File: config.mk
export PLATFORM = sky130hd
export DESIGN_NAME = sctag_stdata_stage
export DESIGN_NICKNAME = d
export VERILOG_FILES = /design/src/rtl/sctag_stdata_stage.sv
export SDC_FILE = /design/constraint.sdc
export NUM_CORES = 1
export LEC_CHECK = 0
export BUFFER_PORTS_ARGS = -buffer_cell sky130_fd_sc_hd__buf_2
export CORE_UTILIZATION = 25
export CTS_CLUSTER_SIZE = 10
export DETAILED_ROUTE_END_ITERATION = 8
export SYNTH_ARGS = -nofsm -noshare
export SYNTH_HDL_FRONTEND = slang
export SYNTH_SLANG_ARGS = --single-unit
File: constraint.sdc
create_clock -name rclk -period 4.8 [get_ports rclk]
set_clock_uncertainty 0.1 [all_clocks]
set_input_delay 0.24 -clock rclk [delete_from_list [all_inputs] [get_ports rclk]]
set_output_delay 0.24 -clock rclk [all_outputs]
set_load 0.005 [all_outputs]
File: src/rtl/sctag_stdata_stage.sv
`default_nettype none
// +----------------------------------------------------------------------------+
// | sctag_stdata_stage: 2-entry store-data FIFO that ECC-encodes each 32-bit     |
// | word at push. Define SCTAG_STDATA_ECC_EN to enable encoding (else ecc=0).  |
// | Revision: 1.0                                                              |
// +----------------------------------------------------------------------------+
module sctag_stdata_stage (
  input  logic        rclk,
  input  logic        arst_l,
  input  logic        stdata_vld_c1,
  input  logic [63:0] stdata_c1,
  output logic        stdata_rdy_c1,
  output logic        arbdp_store_data_vld_c2,
  output logic [77:0] arbdp_store_data_c2,
  input  logic        stdata_pop_c2,
  output logic        stdata_ovf_err
);

  localparam logic [1:0] ST_EMPTY = 2'd0;
  localparam logic [1:0] ST_ONE   = 2'd1;
  localparam logic [1:0] ST_FULL  = 2'd2;

  logic [1:0]  state_q, state_d;
  logic        wr_ptr_q, wr_ptr_d;
  logic        rd_ptr_q, rd_ptr_d;
  logic        rdy_q, rdy_d;
  logic        ovf_q, ovf_d;
  logic [77:0] mem0_q, mem0_d;
  logic [77:0] mem1_q, mem1_d;

  logic        push;
  logic        pop;
  logic [6:0]  ecc_hi;
  logic [6:0]  ecc_lo;
  logic [77:0] beat;

`ifdef SCTAG_STDATA_ECC_EN
  // Data bit k sits at the k-th non-power-of-two codeword position (3,5,6,7,9..38).
  function automatic logic [6:0] ecc_enc(input logic [31:0] d);
    logic [5:0] c;
    logic [5:0] pos;
    logic [4:0] k;
    c = 6'd0;
    k = 5'd0;
    for (pos = 6'd3; pos <= 6'd38; pos = pos + 6'd1) begin
      if ((pos & (pos - 6'd1)) != 6'd0) begin
        c = c ^ ({6{d[k]}} & pos);
        k = k + 5'd1;
      end
    end
    return {(^d) ^ (^c), c};
  endfunction

  assign ecc_hi = ecc_enc(stdata_c1[63:32]);
  assign ecc_lo = ecc_enc(stdata_c1[31:0]);
`else
  assign ecc_hi = 7'h00;
  assign ecc_lo = 7'h00;
`endif

  assign beat = {stdata_c1[63:32], ecc_hi, stdata_c1[31:0], ecc_lo};

  always_comb begin
    push = stdata_vld_c1 & rdy_q;
    pop  = stdata_pop_c2 & (state_q != ST_EMPTY);
  end

  always_ff @(posedge rclk or negedge arst_l) begin
    if (!arst_l) begin
      state_q  <= ST_EMPTY;
      wr_ptr_q <= 1'b0;
      rd_ptr_q <= 1'b0;
      rdy_q    <= 1'b1;
      ovf_q    <= 1'b0;
      mem0_q   <= '0;
      mem1_q   <= '0;
    end else begin
      state_q  <= state_d;
      wr_ptr_q <= wr_ptr_d;
      rd_ptr_q <= rd_ptr_d;
      rdy_q    <= rdy_d;
      ovf_q    <= ovf_d;
      mem0_q   <= mem0_d;
      mem1_q   <= mem1_d;
    end
  end

  always_comb begin
    state_d = state_q;
    case (state_q)
      ST_EMPTY: if (push) state_d = ST_ONE;
      ST_ONE: begin
        if (push && !pop)      state_d = ST_FULL;
        else if (!push && pop) state_d = ST_EMPTY;
      end
      ST_FULL:  if (pop) state_d = ST_ONE;
      default:  state_d = ST_EMPTY;
    endcase
  end

  // rdy is registered from the next state so the consumer's pop never reaches it combinationally.
  always_comb begin
    wr_ptr_d = wr_ptr_q ^ push;
    rd_ptr_d = rd_ptr_q ^ pop;
    mem0_d   = (push && !wr_ptr_q) ? beat : mem0_q;
    mem1_d   = (push &&  wr_ptr_q) ? beat : mem1_q;
    rdy_d    = (state_d != ST_FULL);
    ovf_d    = ovf_q | (stdata_vld_c1 & (state_q == ST_FULL) & ~stdata_pop_c2);
  end

  always_comb begin
    stdata_rdy_c1           = rdy_q;
    stdata_ovf_err          = ovf_q;
    arbdp_store_data_vld_c2 = (state_q != ST_EMPTY);
    arbdp_store_data_c2     = '0;
    if (state_q != ST_EMPTY) begin
      arbdp_store_data_c2 = rd_ptr_q ? mem1_q : mem0_q;
    end
  end

endmodule
`default_nettype wire

==> results.yml, run 1 <==
power_and_ir_drop:
  internal-power_mw: 4.08
  ir_worst_vdd_mv: 0.311
  combPwrFrac: 0.401
  power.density_nw_per_um2: 671
  cellLeakagePower_nw: 4.31
  power_frac_clock: 0.238
  seq_power_share: 0.362
  swShare: 0.310
  power_switching_mw: 1.83
critical_path:
  worstPathRequired_ps: 4460
  arrival_ps: 2430
  cp_slowest_stage_delay_ps: 1040
  crit_type: "reg2out"
  crit_slowest_cell: "dfrtp_4"
  crit_chain: "buf_4 > mux2i_1 > nor2_1 > buf_2"
  cp_num_buf_inv: 2
  worstPathMaxFanout: 48
  cp-start-kind: "flip-flop"
  endpoint_kind: "primary output"
  path_delay_family: "flip-flops"
floorplanning:
  fp.dieH_um: 166
  pin_count: 149
  fp.dieArea_um2: 27400
  core_um2: 26100
  rows: 59
  fp.dieW_um: 166
  initial_core_util: 0.256
yosys:
  ys_ff_latch: 134
  netlist_area_um2: 6700
  ys_warn_count: 0
  ys_seq_area_frac: 0.501
  avgSynthCellArea_um2: 14.8
  synth_most_common_cell: "dfrtp_1"
  synthCells: 453
  synth_top_area_share: 0.497
  ys_types: 24
  yosys-top-cells-count: "133 x dfrtp_1, 120 x mux2_4, 65 x nor2_1"
  synth-main-ff-cell: "dfrtp_1"
  synth_top_area_cell: "dfrtp_1"
  ys_async_sr_fraction: 1.00
  synth.area.top_cells: "dfrtp_1 50%, mux2_4 27%, mux2i_1 9.6%, nor2_1 3.6%, buf_6 2.9%"
  synth_edf_count: 0
placement:
  place_inst: 900
  routabilityCongestion: 0.714
  port_buffers: 134
  placed_cell_area_um2: 7500
  hpwl_um: 8870
clock_network:
  path_clk_slew_ps: 60
  cts-resized-gates: 0
  htree_num_levels: 4
  cts.path.max_buffers: 2
  cts_buffers: 17
  clk_latency_ps: 410
  cts-root-buf: "clkbuf_16"
  clock-sinks: 134
  tritoncts: "yes"
sta:
  fin_crit_sh: 0.577
  slew_violations: 0
  relSlewSlack: 0.374
  rsz0062_at_grt: "no"
  final_hold_viol_count: 0
  tightest_slew_ps: 939
  layout_min_cycle_time_ps: 2770
  holdWs_ps: 286
  fin_setup_tns_ps: 0
  fmax_mhz: 361
  finalSetupViolations: 0
global_route:
  grt_use_total: 0.112
  grt_pass1_wl_um: 24100
  antenna_found_initial: 0
  first_global_vias: 4436
  grt-ovfl-total: 0
  grt_max_degree: 62
routing:
  drtPass1Iterations: 6
  wl_met1_um: 7380
  drcViolationCount: 20
  ant_nets: 0
  vias_per_cell: 4.10
  avgRoutedWirePerCell_um: 14.6
  route.vias.total: 4091
  wl_met3_um: 538
  top_layer_used: "met4"
  drt_iter0_drc: 147
  routed-wl-met2_um: 6520
  drt-total-wl_um: 14600
finish:
  layoutNonFillerInstCount: 999
  nNetsFinal: 721
  final_area_um2: 8810
  area_growth_syn_to_layout_pct: 31.5
  layout-drive-gt1-share: 0.446
  post-route-util: 0.337
  n_antenna_cell: 0
run_status:
  status: "finished with violations"
  violations: "design-rule violations"
hold_path:
  hp-class: "in2async"
run:
  maxCapViolCount: 0
==> power groups by stage <==
stage               registers (mW)  clock network (mW)  logic (mW)
finish                        2.14                1.41        2.37
global route                  2.23                1.50        2.60
CTS                           2.14                1.45        2.41
detailed placement            2.15                   0        2.35
global placement              2.15                   0        2.32
floorplan                     1.94                   0        1.98
==> layout by cell type (no fill, tap or decap), types with 2 or more instances in the layout <==
master         count
nor2_1            64
buf_2            133
nand2_1            2
clkinvlp_4         3
dfrtp_1          132
inv_1              5
clkbuf_8           2
buf_4              6
ha_4               2
conb_1            14
clkinv_4           3
mux2i_1           64
clkbuf_16         17
dlygate4sd3_1     67
clkbuf_1           2
mux2_1             8
mux2_4           120
bufinv_16          4
==> cell type report <==
type	count	area [µm²]
clock inverter	11	174
fill	2591	17300
multi-input combinational	285	2970
tap	335	419
clock buffer	21	460
timing repair buffer	208	1410
sequential	134	3360
inverter	5	18.8
==> cells by family (layout without fill, tap and decap cells) <==
logic type / count (synthesis) / in the layout / synth area share
compound gates: 5 / 5 / 0.00561
xor+xnor: 1 / 1 / 0.00131
fa+ha+maj: 2 / 2 / 0.00374
buf+inv: 47 / 245 / 0.0684
flops: 134 / 134 / 0.501
mux: 192 / 192 / 0.378
other cells: 1 / 14 / 0.000560
simple gates: 71 / 71 / 0.0413
==> state kept, by name, indices dropped and copies added (netlist names) <==
| signal | flops |
|---|---|
| mem0_q | 64 |
| mem1_q | 64 |
| rd_ptr_q | 1 |
| state_q | 2 |
| stdata_ovf_err | 1 |
| stdata_rdy_c1 | 1 |
| wr_ptr_q | 1 |
==> through the flow <==
stage,power (mW),setup WS [ps]
after detailed placement,4.51,2240
after global routing,6.33,1790
final,5.91,2030
after global placement,4.47,2300
after CTS,6.01,1920
after floorplan,3.92,3090
==> path summary, 6_finish.rpt <==
path	startpoint	endpoint	slack [ps]	cells past startpoint
worst max-delay path	rd_ptr_q	arbdp_store_data_c2[18]	2030	4
worst min-delay path	arst_l	mem1_q[28]	290	2
worst max register to register	stdata_rdy_c1	mem1_q[54]	2260	4
worst min register to register	stdata_ovf_err	stdata_ovf_err	360	1
max in group asynchronous	arst_l	mem1_q[26]	3330	3
min in group rclk	stdata_ovf_err	stdata_ovf_err	360	1
==> per-layer routing <==
layer | GRT usage | vias up
li1 | - | 1927
met1 | 0.152 | 2057
met2 | 0.176 | 99
met3 | 0.0256 | 8
met4 | 0.0382 | 0
met5 | 0 | -
==> repair_timing <==
action	in CTS	in global routing
buffers inserted	0	0
hold buffers	67	0
endpoints found under the hold margin	190	0
endpoints found under the setup margin	0	0
Note: power is estimated with default switching activity, not from simulation.
==> run 2: changes to the inputs <==
- ABC_AREA: not set -> 1
- clock period: 4.8 -> 2.59 ns (I/O delays scaled with it)
==> run 2 against run 1 <==
- the run now ends clean
- clock power is 82% higher
- critical path type unchanged
- sequential share of layout area rose by 1.1 points
- sequential cell count unchanged
- synthesized cell count is 33% higher
- via count grew 14%
- register-to-register slack worse by 1600 ps
- design area down 2.9%
- non-clock buffer count grew 3
- die area is 4.7% lower
- largest cell class unchanged
- power is 80% higher
- cell count is 13% higher
==> results.yml, run 2 <==
run_status:
  status: "completed"
power_and_ir_drop:
  ir_worst_vdd_mv: 0.507
  combPwrFrac: 0.419
  cellLeakagePower_nw: 4.05
  seq_power_share: 0.341
  power_switching_mw: 3.75
  swShare: 0.352
  power.density_nw_per_um2: 1250
  power_frac_clock: 0.240
  internal-power_mw: 6.91
floorplanning:
  rows: 58
  fp.dieArea_um2: 26200
  fp.dieH_um: 162
  core_um2: 25100
  pin_count: 149
  initial_core_util: 0.254
  fp.dieW_um: 162
finish:
  n_antenna_cell: 0
  most-common-layout-cells: "133 x buf_2, 132 x dfrtp_1, 112 x o21ai_0, 73 x inv_1, 72 x nand2_1"
  area_growth_syn_to_layout_pct: 34.1
  layout-drive-gt1-share: 0.332
  mostFrequentLayoutCell: "buf_2"
  post-route-util: 0.341
  nFillCells: 2565
  nNetsFinal: 858
  final_area_um2: 8560
  largest_registers: "mem0_q (64), mem1_q (64), state_q (2)"
  layoutNonFillerInstCount: 1131
sta:
  fin_crit_sh: 0.863
  relSlewSlack: 0.454
  layout_min_cycle_time_ps: 2240
  fin_setup_tns_ps: 0
  rsz0062_at_grt: "no"
  tightest_slew_ps: 819
  finalSetupViolations: 0
  final_hold_viol_count: 0
  fmax_mhz: 447
  holdWs_ps: 49.4
  slew_violations: 0
clock_network:
  cts-root-buf: "clkbuf_16"
  clock-sinks: 134
  cts.path.max_buffers: 2
  htree_num_levels: 4
  path_clk_slew_ps: 60
  cts-resized-gates: 0
  clk_latency_ps: 410
  tritoncts: "yes"
  cts-hold-fix-buffers: 67
  postCtsSetupRepairBufs: 0
  cts_buffers: 17
placement:
  port_buffers: 134
  routabilityCongestion: 0.700
  placed_cell_area_um2: 7260
  hpwl_um: 9040
  place_inst: 1032
critical_path:
  worstPathRequired_ps: 2360
  crit_slowest_cell: "nand2_4"
  path_delay_family: "simple AND/OR/NAND/NOR gates"
  worstPathMaxFanout: 69
  cp_slowest_stage_delay_ps: 600
  crit_chain: "inv_2 > nand2_4 > o21ai_0 > a21oi_1 > buf_2"
  cp-start-kind: "flip-flop"
  crit_type: "reg2out"
  cp_num_buf_inv: 2
  endpoint_kind: "primary output"
  arrival_ps: 2010
global_route:
  grt_max_degree: 81
  first_global_vias: 4595
  grt-ovfl-total: 0
  antenna_found_initial: 1
  grt_use_total: 0.118
  grt_pass1_wl_um: 24200
yosys:
  synth-adder-area-share: 0.00392
  synth_most_common_cell: "dfrtp_1"
  synth_edf_count: 0
  synthCells: 601
  synth-main-ff-cell: "dfrtp_1"
  synth.area.top_cells: "dfrtp_1 52%, mux2_4 14%, o21ai_0 8.8%, inv_1 4.3%, nand2_1 4.2%"
  synth_top_area_share: 0.522
  synth_compound_area_frac: 0.164
  ys_warn_count: 0
  muxShareOfSynthArea: 0.148
  ys_types: 26
  avgSynthCellArea_um2: 10.6
  ys_ff_latch: 134
  synth-xor-area-share: 0.00137
  ys_seq_area_frac: 0.526
  yosys-top-cells-count: "133 x dfrtp_1, 112 x o21ai_0, 73 x inv_1"
  ys_async_sr_fraction: 1.00
  synth-simple-area-share: 0.0467
  synth_top_family_by_area: "compound AO/OA/AOI/OAI gates"
  synth_top_area_cell: "dfrtp_1"
  netlist_area_um2: 6380
routing:
  ant_nets: 0
  avgRoutedWirePerCell_um: 13.1
  route.vias.total: 4678
  drt-total-wl_um: 14900
  drcViolationCount: 0
  vias_per_cell: 4.14
  drt_iter0_drc: 249
  drtPass1Iterations: 4
run:
  maxCapViolCount: 0
hold_path:
  hp-class: "in2reg"
-- run 2: cell types whose count changed after synthesis, moves of 52 or more --
cell | before | now
o21ai_0 | 0 | 112
mux2i_1 | 64 | 0
inv_1 | 5 | 73
nand2_1 | 2 | 72
nor2_1 | 65 | 0
a21oi_1 | 1 | 53
mux2_4 | 120 | 60
-- run 2: cells by family after synthesis --
logic type      count (synthesis)
mux                            64
other cells                     1
flops                         134
xor+xnor                        1
compound gates                193
buf+inv                       130
simple gates                   76
fa+ha+maj                       2
-- run 2: layout make-up --
type	count	area, µm²	area share
clock buffers	19	453	0.0529
clock inverters	13	170	0.0199
inverters	74	278	0.0325
multi-input cells	350	2400	0.280
flip-flops and latches	134	3360	0.393
well taps	330	413	0.0483
repair buffers	211	1490	0.174
-- run 2: final timing paths --
check	cells past startpoint	end	slack [ps]	from
min	4	stdata_rdy_c1	50	stdata_vld_c1
min reg2reg	1	mem0_q[7]	400	mem0_q[7]
min in group asynchronous	2	mem1_q[56]	150	arst_l
max	5	arbdp_store_data_c2[57]	350	state_q[1]
max reg2reg	5	mem0_q[9]	650	stdata_rdy_c1
max in group asynchronous	3	mem0_q[66]	1510	arst_l
-- run 2: metal layers --
| layer | GRT usage | share of wire | routed length (µm) |
|---|---|---|---|
| met1 | 0.156 | 0.49 | 7340 |
| met5 | 0 | 0 | 0 |
| met2 | 0.185 | 0.45 | 6640 |
| met4 | 0.0373 | 0.0081 | 120 |
| met3 | 0.0337 | 0.052 | 766 |
-- run 2: power by group through the flow --
| stage | clock network, mW | logic (mW) | registers (mW) |
|---|---|---|---|
| detailed placement | 0 | 4.44 | 3.66 |
| global route | 2.73 | 5.01 | 3.75 |
| CTS | 2.66 | 4.54 | 3.64 |
| finish | 2.56 | 4.46 | 3.63 |
| floorplan | 0 | 3.23 | 3.46 |
| global placement | 0 | 4.36 | 3.64 |
-- run 2: worst reg2reg max path, delay by kind of cell (launching register included) --
kind / cells / cell delay (ps)
adder cells (fa/ha/maj): 1 / 350
buffers and inverters: 2 / 420
flip-flops: 1 / 520
multiplexers: 1 / 380
AND/OR/NAND/NOR: 1 / 60
-- run 2: per-stage QoR --
stage / power (mW) / setup slack, ps
6_report: 10.7 / 355
5_1_grt: 11.5 / 149
4_1_cts: 10.8 / 290
3_5_place_dp: 8.09 / 633
3_3_place_gp: 8.00 / 648
2_1_floorplan: 6.70 / 972
==> run 3: changes to the inputs <==
- CORE_MARGIN: not set -> 1.5
- clock period: 2.59 -> 1.9 ns (I/O delays scaled with it)
==> run 3 against run 2 <==
- global-route usage is 0.43 points higher
- critical path depth unchanged
- sequential cell count unchanged
- core utilization up 0.59 points
- design area increased by 1.7%
==> results.yml, run 3 (synthesis results as in run 2) <==
routing:
  drt-total-wl_um: 15800
  avgRoutedWirePerCell_um: 13.7
  drt_iter0_drc: 280
  wl_met1_um: 7480
  route.vias.total: 4820
  ant_nets: 0
  routed-wl-met2_um: 7150
  top_layer_used: "met4"
  drcViolationCount: 0
  wl_met3_um: 961
  vias_per_cell: 4.20
  drtPass1Iterations: 4
floorplanning:
  fp.dieW_um: 163
  pin_count: 149
  core_um2: 25100
  rows: 58
  fp.dieArea_um2: 26500
  initial_core_util: 0.254
  fp.dieH_um: 163
finish:
  nNetsFinal: 878
  layoutNonFillerInstCount: 1148
  largest_registers: "mem0_q (64), mem1_q (64), state_q (2)"
  n_antenna_cell: 0
  layout-drive-gt1-share: 0.342
  area_growth_syn_to_layout_pct: 36.4
  most-common-layout-cells: "133 x buf_2, 132 x dfrtp_1, 110 x o21ai_0, 72 x nand2_1, 72 x inv_1"
  final_area_um2: 8700
  mostFrequentLayoutCell: "buf_2"
  post-route-util: 0.347
critical_path:
  endpoint_kind: "flip-flop"
  r2r-start: "stdata_rdy_c1"
  crit_type: "reg2reg"
  worstPathMaxFanout: 13
  arrival_ps: 2020
  worstPathRequired_ps: 2100
  reg2reg_slack_ps: 80
  r2r_end: "mem0_q[27]"
  r2r_cells: 5
  cp-start-kind: "flip-flop"
power_and_ir_drop:
  power_frac_clock: 0.211
  power_switching_mw: 5.17
  combPwrFrac: 0.453
  ir_worst_vdd_mv: 0.670
  swShare: 0.353
  cellLeakagePower_nw: 4.14
  seq_power_share: 0.336
  power.density_nw_per_um2: 1680
  internal-power_mw: 9.48
placement:
  pre_cts_slack_ps: 81.8
  hpwl_um: 9700
  placed_cell_area_um2: 7410
  port_buffers: 134
  routabilityCongestion: 0.720
  place_inst: 1043
sta:
  fin_setup_tns_ps: 0
  fin_ws_ps: 77.2
  layout_min_cycle_time_ps: 1820
  final_hold_viol_count: 0
  fin_crit_sh: 0.959
  finalSetupViolations: 0
  slew_violations: 0
  rsz0062_at_grt: "no"
  fmax_mhz: 549
global_route:
  grt_pass1_wl_um: 25300
  grt_use_total: 0.122
  grt-ovfl-total: 0
  grt_max_degree: 69
  antenna_found_initial: 0
  first_global_vias: 4906
clock_network:
  htree_num_levels: 4
  path_clk_slew_ps: 60
  cts.path.max_buffers: 2
  clock-sinks: 134
  cts-root-buf: "clkbuf_16"
  clk_latency_ps: 410
  tritoncts: "yes"
  cts_buffers: 17
hold_path:
  hp-class: "in2async"
run:
  maxCapViolCount: 0
run_status:
  status: "completed"
==> run 3: changes by cell type in the layout (fill, tap and decap cells not counted), sizes merged <==
cell / change
bufinv: -2
clkinvlp: -3
clkbuf: +5
dlygate4sd3: +1
nand2: +1
inv: -3
buf: +18
==> run 3: cell type report <==
class                   count  area (µm²)
multi-input cells         351        2420
fillers                  2529       16400
repair buffers            230        1700
inverters                  74         278
flip-flops and latches    134        3360
clock buffers              24         482
well taps                 330         413
clock inverters             5        50.0
==> run 3: metrics by stage <==
stage	power [mW]	hold WS (ps)
floorplan	9.13	-301
global placement	11.1	-28.0
detailed placement	11.3	-26.0
CTS	14.7	93.4
global route	15.8	116
finish	14.7	85.8
==> run 3: worst max path at each step <==
stage	from	slack, ps	endpoint	depth (start not counted)
floorplan	stdata_rdy_c1	280	mem0_q[10]	6
global placement	stdata_rdy_c1	90	mem0_q[32]	5
detailed placement	stdata_rdy_c1	80	mem0_q[27]	5
CTS	state_q[1]	10	arbdp_store_data_c2[57]	6
global route	state_q[1]	10	arbdp_store_data_c2[28]	6
finish	stdata_rdy_c1	80	mem0_q[27]	5
==> run 3: per-layer routing <==
layer  track usage  vias up
li1              -     2358
met1         0.164     2324
met2         0.186      125
met3        0.0410       13
met4        0.0367        0
met5             0        -
==> run 3: critical path, stage by stage, from the launching register on <==
cell and delay [ps]:
dfstp_2 520, nand2_1 70, inv_1 140, ha_4 240
buf_4 300, mux2_4 330
==> run 3: timing repair <==
action / CTS / global route
endpoints found under the hold margin: 267 / 0
gates cloned: 0 / 1
setup buffers: 3 / 4
pin swaps: 1 / 1
hold buffers: 68 / 0
endpoints found under the setup margin: 52 / 24
resized for setup: 3 / 3
==> run 3: power groups by stage <==
stage | registers [mW] | clock network, mW | logic, mW
floorplan | 4.72 | 0 | 4.41
global placement | 4.99 | 0 | 6.15
detailed placement | 5.00 | 0 | 6.28
CTS | 4.93 | 3.18 | 6.60
global route | 5.10 | 3.32 | 7.37
finish | 4.92 | 3.09 | 6.64
